### src/rtl/fifo_wr_arbiter_if.sv
// Requester-side and FIFO-write-side signals of the write-port arbiter.
// The arbiter drives the master modport; requesters and the FIFO model attach to slave.
interface fifo_wr_arbiter_if #(
    parameter int NUM_REQ   = 4,
    parameter int DATA_SIZE = 8,
    parameter int ID_W      = 2
);
    logic [NUM_REQ-1:0]           req_valid;
    logic [NUM_REQ*DATA_SIZE-1:0] req_data;
    logic [NUM_REQ-1:0]           req_ready;
    logic                         full;
    logic                         wr_en;
    logic [DATA_SIZE-1:0]         wr_data;
    logic [ID_W-1:0]              gnt_id;
    logic                         busy;

    modport master (
        input  req_valid,
        input  req_data,
        input  full,
        output req_ready,
        output wr_en,
        output wr_data,
        output gnt_id,
        output busy
    );

    modport slave (
        output req_valid,
        output req_data,
        output full,
        input  req_ready,
        input  wr_en,
        input  wr_data,
        input  gnt_id,
        input  busy
    );
endinterface

### src/rtl/fifo_wr_arbiter.sv
// Round-robin burst arbiter for the FIFO write port; one arbitration cycle per grant, then data passes combinationally.
// Back-pressure: full deasserts the granted req_ready and wr_en in the same cycle; the grant is held, not revoked.
module fifo_wr_arbiter #(
    parameter int NUM_REQ   = 4,
    parameter int DATA_SIZE = 8,
    parameter int BURST_LEN = 4,
    parameter int ID_W      = 2
) (
    input  logic              wr_clk,
    input  logic              wr_rst,
    fifo_wr_arbiter_if.master bus
);
    localparam int CNT_W = $clog2(BURST_LEN) + 1;

    typedef enum logic {
        IDLE,
        GRANT
    } state_t;

    state_t               state_q, state_d;
    logic [ID_W-1:0]      gnt_id_q, gnt_id_d;
    logic [ID_W-1:0]      last_gnt_q, last_gnt_d;
    logic [CNT_W-1:0]     beat_cnt_q, beat_cnt_d;

    logic                 rr_found;
    logic [ID_W-1:0]      rr_pick;
    logic [ID_W-1:0]      rr_idx;
    logic                 vld_g;
    logic [DATA_SIZE-1:0] data_g;
    logic                 xfer;
    logic [NUM_REQ-1:0]   req_ready;
    logic                 wr_en;
    logic [DATA_SIZE-1:0] wr_data;
    logic                 busy;

    // Rotating priority: scan starts one past the last grant and wraps.
    always_comb begin
        rr_found = 1'b0;
        rr_pick  = '0;
        rr_idx   = '0;
        for (int k = 1; k <= NUM_REQ; k++) begin
            rr_idx = ID_W'((int'(last_gnt_q) + k) % NUM_REQ);
            if (!rr_found && bus.req_valid[rr_idx]) begin
                rr_found = 1'b1;
                rr_pick  = rr_idx;
            end
        end
    end

    always_comb begin
        vld_g  = 1'b0;
        data_g = '0;
        for (int i = 0; i < NUM_REQ; i++) begin
            if (ID_W'(i) == gnt_id_q) begin
                vld_g  = bus.req_valid[i];
                data_g = bus.req_data[i*DATA_SIZE +: DATA_SIZE];
            end
        end
    end

    always_comb begin
        state_d    = state_q;
        gnt_id_d   = gnt_id_q;
        last_gnt_d = last_gnt_q;
        beat_cnt_d = beat_cnt_q;
        req_ready  = '0;
        xfer       = 1'b0;
        wr_en      = 1'b0;
        wr_data    = '0;
        busy       = 1'b0;
        case (state_q)
            IDLE: begin
                if (rr_found) begin
                    gnt_id_d   = rr_pick;
                    last_gnt_d = rr_pick;
                    beat_cnt_d = '0;
                    state_d    = GRANT;
                end
            end
            GRANT: begin
                busy = 1'b1;
                for (int i = 0; i < NUM_REQ; i++) begin
                    if (ID_W'(i) == gnt_id_q) begin
                        req_ready[i] = ~bus.full;
                    end
                end
                xfer    = vld_g & ~bus.full;
                wr_en   = xfer;
                wr_data = xfer ? data_g : '0;
                // A dropped valid ends the grant even while full holds everything else.
                if (!vld_g) begin
                    state_d = IDLE;
                end else if (xfer) begin
                    beat_cnt_d = beat_cnt_q + CNT_W'(1);
                    if (beat_cnt_q == CNT_W'(BURST_LEN - 1)) begin
                        state_d = IDLE;
                    end
                end
            end
            default: begin
                state_d = IDLE;
            end
        endcase
    end

    always_ff @(posedge wr_clk or posedge wr_rst) begin
        if (wr_rst) begin
            state_q    <= IDLE;
            gnt_id_q   <= '0;
            last_gnt_q <= ID_W'(NUM_REQ - 1);
            beat_cnt_q <= '0;
        end else begin
            state_q    <= state_d;
            gnt_id_q   <= gnt_id_d;
            last_gnt_q <= last_gnt_d;
            beat_cnt_q <= beat_cnt_d;
        end
    end

    assign bus.req_ready = req_ready;
    assign bus.wr_en     = wr_en;
    assign bus.wr_data   = wr_data;
    assign bus.gnt_id    = gnt_id_q;
    assign bus.busy      = busy;
endmodule

### src/flat_wrapper.sv
// flat-port wrapper written by rule: the top's interface ports become plain ports
module fifo_wr_arbiter_flat 
#(
    parameter int NUM_REQ   = 4,
    parameter int DATA_SIZE = 8,
    parameter int BURST_LEN = 4,
    parameter int ID_W      = 2
)
  (wr_clk, wr_rst, bus_req_valid, bus_req_data, bus_full, bus_req_ready, bus_wr_en, bus_wr_data, bus_gnt_id, bus_busy);
  fifo_wr_arbiter_if #(.NUM_REQ(NUM_REQ), .DATA_SIZE(DATA_SIZE), .ID_W(ID_W)) bus_i ();
  input  logic wr_clk;
  input  logic wr_rst;
  input wire logic [$bits(bus_i.req_valid)-1:0] bus_req_valid;
  input wire logic [$bits(bus_i.req_data)-1:0] bus_req_data;
  input wire logic [$bits(bus_i.full)-1:0] bus_full;
  output wire logic [$bits(bus_i.req_ready)-1:0] bus_req_ready;
  output wire logic [$bits(bus_i.wr_en)-1:0] bus_wr_en;
  output wire logic [$bits(bus_i.wr_data)-1:0] bus_wr_data;
  output wire logic [$bits(bus_i.gnt_id)-1:0] bus_gnt_id;
  output wire logic [$bits(bus_i.busy)-1:0] bus_busy;
  assign bus_i.req_valid = bus_req_valid;
  assign bus_i.req_data = bus_req_data;
  assign bus_i.full = bus_full;
  assign bus_req_ready = bus_i.req_ready;
  assign bus_wr_en = bus_i.wr_en;
  assign bus_wr_data = bus_i.wr_data;
  assign bus_gnt_id = bus_i.gnt_id;
  assign bus_busy = bus_i.busy;
  fifo_wr_arbiter #(.NUM_REQ(NUM_REQ), .DATA_SIZE(DATA_SIZE), .BURST_LEN(BURST_LEN), .ID_W(ID_W)) u_core (.wr_clk(wr_clk), .wr_rst(wr_rst), .bus(bus_i));
endmodule
### config.mk
export PLATFORM = sky130hd
export DESIGN_NAME = fifo_wr_arbiter_flat
export DESIGN_NICKNAME = d
export VERILOG_FILES = /design/src/rtl/fifo_wr_arbiter_if.sv /design/src/rtl/fifo_wr_arbiter.sv /design/src/flat_wrapper.sv
export SDC_FILE = /design/constraint.sdc
export NUM_CORES = 1
export LEC_CHECK = 0
export CORE_MARGIN = 2
export CORE_UTILIZATION = 32
export DETAILED_ROUTE_END_ITERATION = 12
export PLACE_DENSITY = 0.76
export SLEW_MARGIN = 20
export SYNTH_ARGS = -nofsm -noshare
export SYNTH_HDL_FRONTEND = slang
export SYNTH_SLANG_ARGS = --single-unit
### constraint.sdc
create_clock -name wr_clk -period 1.8 [get_ports wr_clk]
set_clock_uncertainty 0.15 [all_clocks]
set_input_delay 0.36 -clock wr_clk [delete_from_list [all_inputs] [get_ports wr_clk]]
set_output_delay 0.36 -clock wr_clk [all_outputs]
set_load 0.01 [all_outputs]
==> impl_metrics.py <==
metrics = {
    "detailed_routing": {
        "viasPerCell": 5.502,
        "routed_wl_um": 3636,
        "topRoutingLayerUsed": "met4",
        "final_antenna_net_count": 0,
        "dr_wl_met2_um": 1799,
        "vias": 1106,
        "dr.pass1.iters": 4,
        "drt-initial-drc-count": 20,
        "drt-wirelength-per-cell_um": 18.09,
        "drc": 0,
        "routed-wl-met3_um": 262,
        "met1Wirelength_um": 1531,
    },
    "setup_path": {
        "cp.arrival_ns": 1.76,
        "worstSetupPathType": "flop to output port",
        "path_cells": "buf_6 -> mux4_2 -> buf_6 -> and3_4 -> buf_6",
        "cp-end-kind": "output port",
        "cp_common_cell": "buf_6",
        "critPathRequiredTime_ns": 1.29,
        "crit_family": "multiplexers",
        "critPathLaunchType": "flop",
        "max_stage_delay_ns": 0.56,
        "crit_buf_inv": 3,
        "cpMaxStageDelayCell": "mux4_2",
        "cp_max_fo": 4,
    },
    "pwr": {
        "p_per_area_nw_per_um2": 1289,
        "pwr-share-seq_pct": 15.5,
        "ir_worst_vdd_mv": 1.032,
        "p_switching_uw": 885.4,
        "p_int_uw": 1496,
        "clock_power_share_pct": 6.0,
        "switching_share_pct": 37.18,
        "pwr-share-comb_pct": 78.5,
        "p_leak_uw": 0.0007946,
    },
    "synthesis": {
        "yosysTopAreaCellShare_pct": 21.24,
        "synthFlopType": "dfrtp_1",
        "synth_edf_count": 0,
        "syn_nets": 124,
        "synth_area_leaders": "mux4_2, dfrtp_1, and3_1, dfstp_2, nor2b_1",
        "syn_area_per_cell_um2": 10.22,
        "syn-instance-count": 83,
        "synth.yosys.seq_area_share_pct": 23.89,
        "syn_area_um2": 848.3,
        "ys_warn_count": 0,
        "ys_ff_latch": 8,
        "yosysUniqueCellTypes": 33,
        "synthArstFlopShare_pct": 100.0,
        "yosys.area.top_type": "mux4_2",
    },
    "cts": {
        "clock-sinks": 8,
        "clockBufferDepth": 2,
        "cts_tree": "built",
        "numCtsBuffers": 3,
        "hold_buffers": 0,
        "clk_latency_ns": 0.25,
        "clk_pin_slew_worst_paths_ns": 0.06,
        "cts-htree-levels": 1,
        "root_buffer": "clkbuf_4",
    },
    "layout": {
        "finalInstanceArea_um2": 1847,
        "final_core_util_pct": 73.87,
        "nets": 213,
        "diodes": 0,
        "multi_input_area_um2": 696.9,
        "syn_to_final_growth_pct": 117.7,
        "drive_above_1_share_pct": 47.95,
        "fillCellCount": 167,
        "seq_area_um2": 205.2,
    },
    "floorplan": {
        "initial_core_util_pct": 33.93,
        "dieArea_um2": 3079,
        "die_w_um": 55.49,
        "die_h_um": 55.49,
        "placementRows": 18,
        "io_pins": 55,
        "core_region_area_um2": 2500,
    },
    "global_routing": {
        "antenna_found_initial": 0,
        "grt_usage_pct": 21.31,
        "grt_start_max_net_pins": 14,
        "grt_pass1_vias": 1077,
        "grt.overflow.total": 0,
        "grt_pass1_wl_um": 5278,
    },
    "timing": {
        "rsz0062_at_grt": "yes",
        "timing.setup.tns_ns": -4.129,
        "hold_violations": 0,
        "whs_ns": 0.2021,
        "finalCritPeriodShare_pct": 126.1,
        "max_slew.worst_pin.slew_ns": 0.2601,
        "fmax_mhz": 440.7,
        "relSlewSlack_pct": 82.16,
        "fin_ws_ns": -0.4691,
        "setup_viol": 13,
        "fin_crit_ns": 2.269,
        "slew_violations": 0,
    },
    "hold_path": {
        "min_path_type": "input port to async pin",
    },
    "placed_design": {
        "port_buffers": 54,
        "placed_area_um2": 1590,
        "pre_cts_ws_ns": -0.7721,
        "post-dp-hpwl_um": 2217,
        "routabilityCongestion": 0.8466,
    },
    "status": {
        "status": "finished with violations",
        "violations": "negative setup slack",
    },
    "flow_run": {
        "maxCapViolCount": 0,
    },
}
## sequential cells by signal (all words and copies together), names as in the netlist
signal	flops
u_core.state_q	1
u_core.beat_cnt_q	3
u_core.bus.gnt_id	2
u_core.last_gnt_q	2
## what timing repair did
action | in CTS | in global routing
setup endpoints to repair | 16 | 18
pin swaps | 8 | 4
setup buffers | 14 | 3
resized for setup | 89 | 12
cloned | 1 | 1
## power groups by stage
stage               Sequential, uW  Clock, uW  Combinational, uW
floorplan                      348          0                748
global placement               353          0               1330
detailed placement             358          0               1370
CTS                            365        148               1720
global route                   385        154               1990
finish                         369        144               1870
## cell families after synthesis
group                    after synthesis  share of synthesized area [%]
AO/OA/AOI/OAI                         15                          14.46
adder cells (fa/ha/maj)                2                          2.949
buffers and inverters                 11                          6.489
flip-flops                             8                          23.89
multiplexers                          11                          26.70
AND/OR/NAND/NOR                       36                          25.52
## stage by stage
stage | instances | power, uW
2_1_floorplan | 83 | 1096
3_3_place_gp | 180 | 1683
3_5_place_dp | 180 | 1732
4_1_cts | 198 | 2229
5_1_grt | 201 | 2533
6_report | 201 | 2381
## layout by cell type, fill, tap and decap left out, drive strengths merged
cell | Yosys | routed
clkbuf | 1 | 4
a32oi | 2 | 2
o221ai | 3 | 3
nand3b | 1 | 1
or2 | 2 | 2
dlygate4sd2 | 0 | 7
mux4 | 9 | 10
o211ai | 2 | 2
nand2b | 3 | 3
dfrtp | 6 | 6
and3 | 10 | 10
nor2b | 5 | 5
o21ai | 2 | 2
mux2i | 2 | 2
o22a | 1 | 1
o21bai | 1 | 1
o221a | 1 | 1
o311ai | 1 | 1
nand3 | 4 | 4
buf | 4 | 46
nor2 | 2 | 2
nor4 | 3 | 3
clkdlybuf4s15 | 0 | 2
and2 | 3 | 3
inv | 6 | 6
nand2 | 3 | 3
clkdlybuf4s50 | 0 | 33
dfstp | 2 | 2
o2bb2ai | 2 | 2
ha | 2 | 2
## metal layers
layer	global-route usage [%]	vias up
li1	-	509
met1	27.10	541
met2	38.10	52
met3	5.386	4
met4	1.045	0
met5	0	-
## Yosys cell counts, types with 2 or more instances
master     instances
nand3_1            4
ha_1               2
o211ai_1           2
inv_1              6
mux2i_1            2
nor2b_1            5
and2_1             3
dfrtp_1            6
dfstp_2            2
and3_1             9
buf_2              2
nand2b_1           3
a32oi_1            2
o21ai_0            2
nor2_1             2
mux4_2             8
o221ai_1           3
o2bb2ai_1          2
nand2_1            3
nor4_1             2
## final timing paths
kind	startpoint	end	slack, ns	cells after the start
worst max register to register	u_core.bus.gnt_id[0]	u_core.state_q	-0.19	8
worst min-delay path	wr_rst	u_core.beat_cnt_q[2]	0.20	2
worst max-delay path	u_core.bus.gnt_id[0]	bus_wr_data[5]	-0.47	5
min in group wr_clk	u_core.last_gnt_q[0]	u_core.last_gnt_q[0]	0.35	2
max in group asynchronous	wr_rst	u_core.last_gnt_q[0]	1.01	2
worst min register to register	u_core.last_gnt_q[0]	u_core.last_gnt_q[0]	0.35	2
## layout make-up
type / instances / area share, %
Timing Repair Buffer: 88 / 46.34
Clock buffer: 4 / 1.423
Inverter: 6 / 1.355
Multi-Input combinational cell: 65 / 37.74
Sequential cell: 8 / 11.11
Tap cell: 30 / 2.033
(Power assumes the default switching activity.)
